## src/rtl/alu_mul_pkg.sv

```systemverilog
`default_nettype none
// ============================================================================
// Module      : alu_mul_pkg
// Description : Op, extension-class and FSM encodings for the multiply
//               sequencer. ALU_MUL_CTRL_FUSE_EN adds the FUSE state.
// Revision    : 1.0
// ============================================================================
package alu_mul_pkg;

   localparam int XLEN_DEF = 32;
   localparam int W_DEF    = 34;
   localparam int OPW_DEF  = 2;

   typedef enum logic [1:0] {
      OP_MUL    = 2'b00,
      OP_MULH   = 2'b01,
      OP_MULHSU = 2'b10,
      OP_MULHU  = 2'b11
   } mul_op_e;

   typedef enum logic [1:0] {
      EXT_SS = 2'b00,
      EXT_SU = 2'b01,
      EXT_UU = 2'b10
   } ext_cls_e;

   typedef enum logic [2:0] {
      ST_IDLE = 3'd0,
      ST_LOAD = 3'd1,
      ST_RUN  = 3'd2,
      ST_RESP = 3'd3
`ifdef ALU_MUL_CTRL_FUSE_EN
      ,
      ST_FUSE = 3'd4
`endif
   } state_e;

   function automatic ext_cls_e op_class(input logic [1:0] op);
      case (op)
         OP_MULHSU: return EXT_SU;
         OP_MULHU:  return EXT_UU;
         default:   return EXT_SS;
      endcase
   endfunction

endpackage
`default_nettype wire

```

## src/rtl/alu_mul_opext.sv

```systemverilog
`default_nettype none
// ============================================================================
// Module      : alu_mul_opext
// Description : Combinational operand extender: widens rs1/rs2 to W bits
//               according to the op's signedness class.
// Revision    : 1.0
// ============================================================================
module alu_mul_opext
   import alu_mul_pkg::*;
#(
   parameter int XLEN = XLEN_DEF,
   parameter int W    = W_DEF,
   parameter int OPW  = OPW_DEF
) (
   input  logic [OPW-1:0]  op_i,
   input  logic [XLEN-1:0] rs1_i,
   input  logic [XLEN-1:0] rs2_i,
   output logic [W-1:0]    op_a_o,
   output logic [W-1:0]    op_b_o,
   output logic [1:0]      cls_o
);

   ext_cls_e w_cls;
   logic     w_sa;
   logic     w_sb;

   assign w_cls  = op_class(op_i);
   assign w_sa   = (w_cls != EXT_UU) & rs1_i[XLEN-1];
   assign w_sb   = (w_cls == EXT_SS) & rs2_i[XLEN-1];
   assign op_a_o = {{(W-XLEN){w_sa}}, rs1_i};
   assign op_b_o = {{(W-XLEN){w_sb}}, rs2_i};
   assign cls_o  = w_cls;

endmodule
`default_nettype wire

```

## src/rtl/alu_mul_ctrl.sv

```systemverilog
`default_nettype none
// ============================================================================
// Module      : alu_mul_ctrl
// Description : Sequencer for the radix-4 Booth multiplier datapath.
//               Define ALU_MUL_CTRL_FUSE_EN to reuse a retained product.
// Revision    : 1.0
// ============================================================================
module alu_mul_ctrl
   import alu_mul_pkg::*;
#(
   parameter int XLEN = XLEN_DEF,
   parameter int W    = W_DEF,
   parameter int OPW  = OPW_DEF
) (
   input  logic            clk,
   input  logic            a_rst,
   input  logic            req_valid,
   output logic            req_ready,
   input  logic [OPW-1:0]  req_op,
   input  logic [XLEN-1:0] req_rs1,
   input  logic [XLEN-1:0] req_rs2,
   input  logic            req_flush,
   output logic            rsp_valid,
   input  logic            rsp_ready,
   output logic [XLEN-1:0] rsp_data,
   output logic            busy,
   output logic            mu_load,
   output logic            mu_mact,
   output logic            mu_res_sel,
   output logic            mu_zero,
   output logic [W-1:0]    mu_op_a,
   output logic [W-1:0]    mu_op_b,
   input  logic            mu_done,
   input  logic [XLEN-1:0] mu_result
);

   state_e            state_q, state_d;
   logic [W-1:0]      op_a_q, op_b_q;
   logic [W-1:0]      w_op_a, w_op_b;
   logic [1:0]        w_cls;
   logic              res_sel_q, zero_q;
   logic [XLEN-1:0]   rsp_data_q;
   logic              w_accept, w_capture, w_load_ops;

   alu_mul_opext #(.XLEN(XLEN), .W(W), .OPW(OPW)) u_opext (
      .op_i   (req_op),
      .rs1_i  (req_rs1),
      .rs2_i  (req_rs2),
      .op_a_o (w_op_a),
      .op_b_o (w_op_b),
      .cls_o  (w_cls)
   );

   // Flush outranks a new request arriving in the same IDLE cycle.
   assign w_accept = (state_q == ST_IDLE) && req_valid && !req_flush;

`ifdef ALU_MUL_CTRL_FUSE_EN
   logic       pvalid_q;
   logic [1:0] cls_q;
   logic       w_fuse;

   assign w_fuse = pvalid_q
                && (req_rs1 == op_a_q[XLEN-1:0])
                && (req_rs2 == op_b_q[XLEN-1:0])
                && ((req_op == OP_MUL) || (w_cls == cls_q));
   // The datapath still holds the old product, so its operands stay put.
   assign w_load_ops = w_accept && !w_fuse;

   always_ff @(posedge clk or negedge a_rst) begin
      if (!a_rst) begin
         pvalid_q <= 1'b0;
         cls_q    <= 2'b00;
      end else begin
         if (req_flush || (state_q == ST_LOAD)) begin
            pvalid_q <= 1'b0;
         end else if ((state_q == ST_RUN) && mu_done) begin
            pvalid_q <= 1'b1;
         end
         if (w_load_ops) begin
            cls_q <= w_cls;
         end
      end
   end
`else
   logic w_unused_cls;

   assign w_unused_cls = ^w_cls;
   assign w_load_ops   = w_accept;
`endif

   always_comb begin
      state_d   = state_q;
      w_capture = 1'b0;
      case (state_q)
         ST_IDLE: begin
            if (w_accept) begin
`ifdef ALU_MUL_CTRL_FUSE_EN
               state_d = w_fuse ? ST_FUSE : ST_LOAD;
`else
               state_d = ST_LOAD;
`endif
            end
         end
         ST_LOAD: state_d = ST_RUN;
         ST_RUN: begin
            if (mu_done) begin
               state_d   = ST_RESP;
               w_capture = 1'b1;
            end
         end
`ifdef ALU_MUL_CTRL_FUSE_EN
         ST_FUSE: begin
            state_d   = ST_RESP;
            w_capture = 1'b1;
         end
`endif
         ST_RESP: begin
            if (rsp_ready) begin
               state_d = ST_IDLE;
            end
         end
         default: state_d = ST_IDLE;
      endcase
      if (req_flush) begin
         state_d   = ST_IDLE;
         w_capture = 1'b0;
      end
   end

   always_ff @(posedge clk or negedge a_rst) begin
      if (!a_rst) begin
         state_q    <= ST_IDLE;
         op_a_q     <= '0;
         op_b_q     <= '0;
         res_sel_q  <= 1'b0;
         zero_q     <= 1'b0;
         rsp_data_q <= '0;
      end else begin
         state_q <= state_d;
         if (w_accept) begin
            res_sel_q <= (req_op != OP_MUL);
            zero_q    <= (req_rs1 == '0) || (req_rs2 == '0);
         end
         if (w_load_ops) begin
            op_a_q <= w_op_a;
            op_b_q <= w_op_b;
         end
         if (w_capture) begin
            rsp_data_q <= mu_result;
         end
      end
   end

   assign req_ready  = (state_q == ST_IDLE);
   assign busy       = (state_q != ST_IDLE);
   assign mu_load    = (state_q == ST_LOAD);
   assign mu_mact    = (state_q == ST_RUN);
   assign rsp_valid  = (state_q == ST_RESP);
   assign rsp_data   = rsp_data_q;
   assign mu_res_sel = res_sel_q;
   assign mu_zero    = zero_q;
   assign mu_op_a    = op_a_q;
   assign mu_op_b    = op_b_q;

endmodule
`default_nettype wire

```

## config.mk

```make
export PLATFORM = sky130hd
export DESIGN_NAME = alu_mul_ctrl
export DESIGN_NICKNAME = d
export VERILOG_FILES = /design/src/rtl/alu_mul_pkg.sv /design/src/rtl/alu_mul_opext.sv /design/src/rtl/alu_mul_ctrl.sv
export SDC_FILE = /design/constraint.sdc
export NUM_CORES = 1
export LEC_CHECK = 0
export CAP_MARGIN = 20
export CORE_UTILIZATION = 44
export DETAILED_ROUTE_END_ITERATION = 8
export HOLD_SLACK_MARGIN = 0.06
export PLACE_DENSITY = 0.93
export SLEW_MARGIN = 0
export SYNTH_ARGS = -nofsm -noshare
export SYNTH_HDL_FRONTEND = slang
export SYNTH_SLANG_ARGS = --single-unit
```

## constraint.sdc

```tcl
create_clock -name clk -period 5.3 [get_ports clk]
set_input_delay 1.59 -clock clk [delete_from_list [all_inputs] [get_ports clk]]
set_output_delay 1.59 -clock clk [all_outputs]
set_load 0.01 [all_outputs]
```

After elaboration in Yosys (flattened, before gate mapping)
Index checks and enable logic that the tools add are counted.
{ "classes": {"eq_ne": 9, "muxes": 9, "bitwise": 2, "n_reduce_logical": 11} }
{ "op_table": {"columns": ["op", "count"], "rows": [
  ["$logic_not 32->1", 2],
  ["$mux 3", 4],
  ["$pmux 3 s4", 1],
  ["$eq 3x2->1 const B", 2],
  ["$ne 3x2->1 const B", 2],
  ["$eq 2x2->1 const B", 2],
  ["$pmux 2 s2", 1],
  ["$eq 3x1->1 const B", 1],
  ["$logic_not 3->1", 1],
  ["$mux 1", 3],
  ["$ne 3x1->1 const B", 1],
  ["$reduce_and 3->1", 1],
  ["$reduce_bool 3->1", 1],
  ["$and 1x1->1", 2],
  ["$logic_and 1x1->1", 2],
  ["$logic_not 2->1", 1],
  ["$ne 2x2->1 const B", 1],
  ["$reduce_bool 2->1", 1],
  ["$logic_not 1->1", 1],
  ["$logic_or 1x1->1", 1]
]} }
{ "totals": {"regBits": 103, "input_bits": 104, "out_inout_bits": 107, "wordCells": 37} }

Depth between registers and ports, before layout
{ "logic_depth": {"ltp_word": 6, "ltp_mapped": 8, "depth_no_buf": 6} }

Cells and area by module
From an unflattened synthesis, not the netlist that was laid out.
{ "hier_totals": {"hier_cells": 330, "area_unflattened_um2": 4952.2} }
{ "by_module_without_submodules": {"columns": ["mod", "n_inst", "cells_each", "area_each_um2", "seq_area_each_um2"], "rows": [
  ["alu_mul_ctrl", 1, 258, 4411.7, 2602.5],
  ["alu_mul_opext", 1, 72, 540.5, 0.0]
]} }

Worst setup path before layout
Ideal clock, no wire load.
{ "synth_timing": {"kind": "input to register", "startpoint": "input req_valid", "endpoint": "register op_a_q[0] (netlist: mu_op_a[0])", "setup_time_ps": 125, "t_arrival_ps": 2566, "t_required_ps": 5175, "slack_ps": 2609, "stages": 5, "path_buffers": 2, "cell_sequence": "inv_1 > or3_1 > buf_6 > buf_12 > mux2_4"} }
{ "synth_between": {"elab_chain_cells": 2} }
{ "synth_lines": {"columns": ["item", "line", "source"], "rows": [
  ["start, declared", "alu_mul_ctrl.sv:17", "input logic req_valid,"],
  ["$logic_and 1x1->1 (2 in a row)", "alu_mul_ctrl.sv:55", "assign w_accept = (state_q == ST_IDLE) && req_valid && !req_flush;"],
  ["end signal, assigned", "alu_mul_ctrl.sv:145", "op_a_q <= w_op_a;"],
  ["end, declared", "alu_mul_ctrl.sv:38", "logic [W-1:0] op_a_q, op_b_q;"]
]} }
Every way passes these cells.
A chain may end at the register's enable or synchronous reset.

Final worst setup path
{ "layout_timing": {"startpoint": "input req_flush", "endpoint": "register op_b_q[16] (netlist: mu_op_b[16])"} }
{ "layout_between": {"elab_chain_cells": 2} }
{ "layout_lines": {"columns": ["item", "line", "source"], "rows": [
  ["start, declared", "alu_mul_ctrl.sv:22", "input logic req_flush,"],
  ["$logic_not 1->1", "alu_mul_ctrl.sv:55", null],
  ["$logic_and 1x1->1", "alu_mul_ctrl.sv:55", null],
  ["end signal, assigned", "alu_mul_ctrl.sv:146", "op_b_q <= w_op_b;"],
  ["end, declared", "alu_mul_ctrl.sv:38", null]
]} }
Every way passes these cells.

==> metrics.md <==
| Metric | Value |
|---|---|
| Fin Setup TNS | 0 ns |
| Area contributors post-synth | dfrtp_1 59%, mux2_4 21%, mux2_2 8.8% |
| Area Growth Syn to Fin | 53.2% |
| Syn Inst Count | 261 |
| Ys flop type | dfrtp_1 |
| Drt via density | 4.90 |
| Slew margin rel. | 46.3% |
| Max-slew violations | 0 |
| Hold Path Sink | mu_res_sel |
| Detailed placement HPWL | 8430 µm |
| Post-synth ARST share | 100% |
| Top cell type's share of synthesized area | 58.7% |
| Max_cap viols | 0 |
| CTS resizes | 0 |
| Synth cell count leaders | 102 x dfrtp_1, 62 x mux2_4, 34 x mux2_2, 16 x nor4_1 |
| VDD IR max | 323 µV |
| Initial antenna violation count | 0 |
| Clock Latency Late Sink | 0.35 ns |
| Post-synth EDFFs | 0 |
| Worst-path clk slew | 0.10 ns |
| Post-DRT Antenna Nets | 0 |
| Fin crit share | 62.9% |
| Cell Chain, Critical Path | clkdlybuf4s50_1, or3_4, buf_4, mux2_4 |
| Synth Register Bits | 102 |
| WL final | 10800 µm |
| Post-synthesis sequential area ratio | 58.7% |
| Drt pass-1 iters | 4 |
| CTS sink cnt | 102 |
| Worst slew pin tran | 0.806 ns |
| Hold Crit Class | register to register |
| CTS root buffer | clkbuf_8 |
| IO Port Bufs | 210 |
| Detailed-route wire length per cell | 17.8 µm |
| Area leader, netlist | dfrtp_1 |
| Post-CTS Setup Bufs | 0 |
| Leakage | 3.00 nW |
| CTS max path bufs | 2 |
| Maximum fanout along the worst path | 39 |
| Fmax | 300 MHz |
| Worst Skew | 0.0197 ns |
| DRC Markers | 0 |
| R2r endpoint | mu_op_b[16] |
| ANT cells | 0 |
| Worst r2r src | state_q[0] |
| Non-Filler Instances | 607 |
| Pwr dens | 556 mW/mm² |
| Core Area | 0.00942 mm² |
| Crit end category | register |
| Initial core utilization | 46.2% |
| Hold Path Depth | 2 |
| CP delay by family, top | buffers and inverters |
| Inserted Clock Buffers | 9 |
| Cts hold-fix bufs | 0 |
| Ports | 211 |
| Design Power | 3.70 mW |
| Final hold violation count | 0 |
| Placement Rows | 35 |
| CP Data Required Time | 5.52 ns |
| Reg2Reg Setup Slack | 2.95 ns |
| Vias | 2972 |
| Dominant cell by count in the synthesized netlist | dfrtp_1 |
| Crit path buf inv count | 2 |
| Placed Cells incl. Taps | 591 |
| Syn Nets | 369 |
| First-pass GRT wire length | 16300 µm |
| GP Congestion | 0.809 |
| Warnings, synthesis | 0 |
| Total Die Area | 0.0103 mm² |
| RSZ-0062 raised after global routing | false |
| Crit path DAT | 3.56 ns |
| CP max-delay cell | or3_4 |
| Critical path's largest stage delay | 0.57 ns |
| Beginning of the worst hold path | mu_res_sel |
| Nets | 581 |
| Syn Area/Cell | 16.7 µm² |
| Worst r2r path cells | 6 |
| Die Y | 101 µm |
| Global-route usage over all layers | 21.0% |
| Crit path time final | 3.34 ns |
| Layout cells sized above 1 | 24.7% |
| H-tree depth | 3 |
| Initial DRC count | 86 |
| Final setup vio count | 0 |
| Vias in the first global route | 3250 |
| Grt total ovfl | 0 |
| Critical path launch point type | input port |
| Distinct cells, synth | 21 |
| Largest net degree at the start of global routing | 68 |
| Status | completed |
| Critical path class | input port to register |
| Die X | 101 µm |
| TritonCTS clock tree | built |
| Synthesized area | 0.00435 mm² |
-- cell families after synthesis --
group	Yosys count	synth area share [%]
AND/OR/NAND/NOR	32	4.12
flip-flops	102	58.7
adder cells (fa/ha/maj)	4	1.15
AO/OA/AOI/OAI	6	0.892
multiplexers	97	30.4
buffers and inverters	19	4.49
XOR/XNOR	1	0.201
-- power breakdown --
group	total [mW]	leakage (nW)	switching (mW)	internal, mW
sequential	1.40	1.23	0.239	1.16
clock	0.466	0.0953	0.283	0.183
combinational	1.84	1.67	0.617	1.22
-- tightest hold or removal path, stage by stage (launching register included) --
cell and delay, ns:
dfrtp_1 0.36, nand2_1 0.04, o21ai_0 0.06
-- per-stage QoR --
stage | setup slack (ns) | hold WS, ns | util [%] | instance area, µm²
after floorplan | 2.61 | 0.510 | - | 4350
after global placement | 1.72 | 0.465 | 68.7 | 6470
after detailed placement | 1.61 | 0.471 | 68.7 | 6470
after CTS | 1.98 | 0.496 | 70.8 | 6660
after global routing | 1.90 | 0.527 | 70.8 | 6660
final | 1.96 | 0.491 | 70.8 | 6660
-- cell type report --
class / count / area (µm²)
Clock inverter: 7 / 66.3
Timing Repair Buffer: 214 / 2130
Multi-Input combinational cell: 140 / 1610
Tap cell: 129 / 161
Inverter: 6 / 22.5
Fill cell: 639 / 2750
Clock buffer: 9 / 124
Sequential cell: 102 / 2550
-- layer usage --
metal	up-vias	track usage [%]	routed length, µm	part of all wire [%]
met5	-	0	0	0
met4	0	7.02	157	1.5
met3	16	3.86	547	5.1
met2	138	37.3	5690	53
met1	1456	25.8	4430	41
li1	1362	-	-	-
-- cells in the final DEF (no fill, tap or decap), drive strengths merged, types with 2 or more instances in the layout --
cell,instances
clkdlybuf4s50,209
dfrtp,102
mux2,96
nor4,16
inv,10
clkbuf,9
nand2,6
buf,5
o21ai,4
nand4,4
ha,4
nor2,3
clkinv,2
-- how the worst max path moves through the flow --
| stage | start | to | cells after the start |
|---|---|---|---|
| finish | req_flush | mu_op_b[16] | 4 |
| floorplan | req_valid | mu_op_a[0] | 5 |
| global route | state_q[0] | busy | 4 |
| global placement | req_flush | mu_op_b[15] | 4 |
| detailed placement | req_flush | mu_op_b[10] | 4 |
| CTS | state_q[0] | busy | 4 |
-- sequential cells by signal, summed over array words and instances, names as in the netlist --
name and flops:
state_q 2, mu_res_sel 1, mu_op_a 33, mu_op_b 33
rsp_data 32, mu_zero 1
Power figures use the tool's default switching activity.
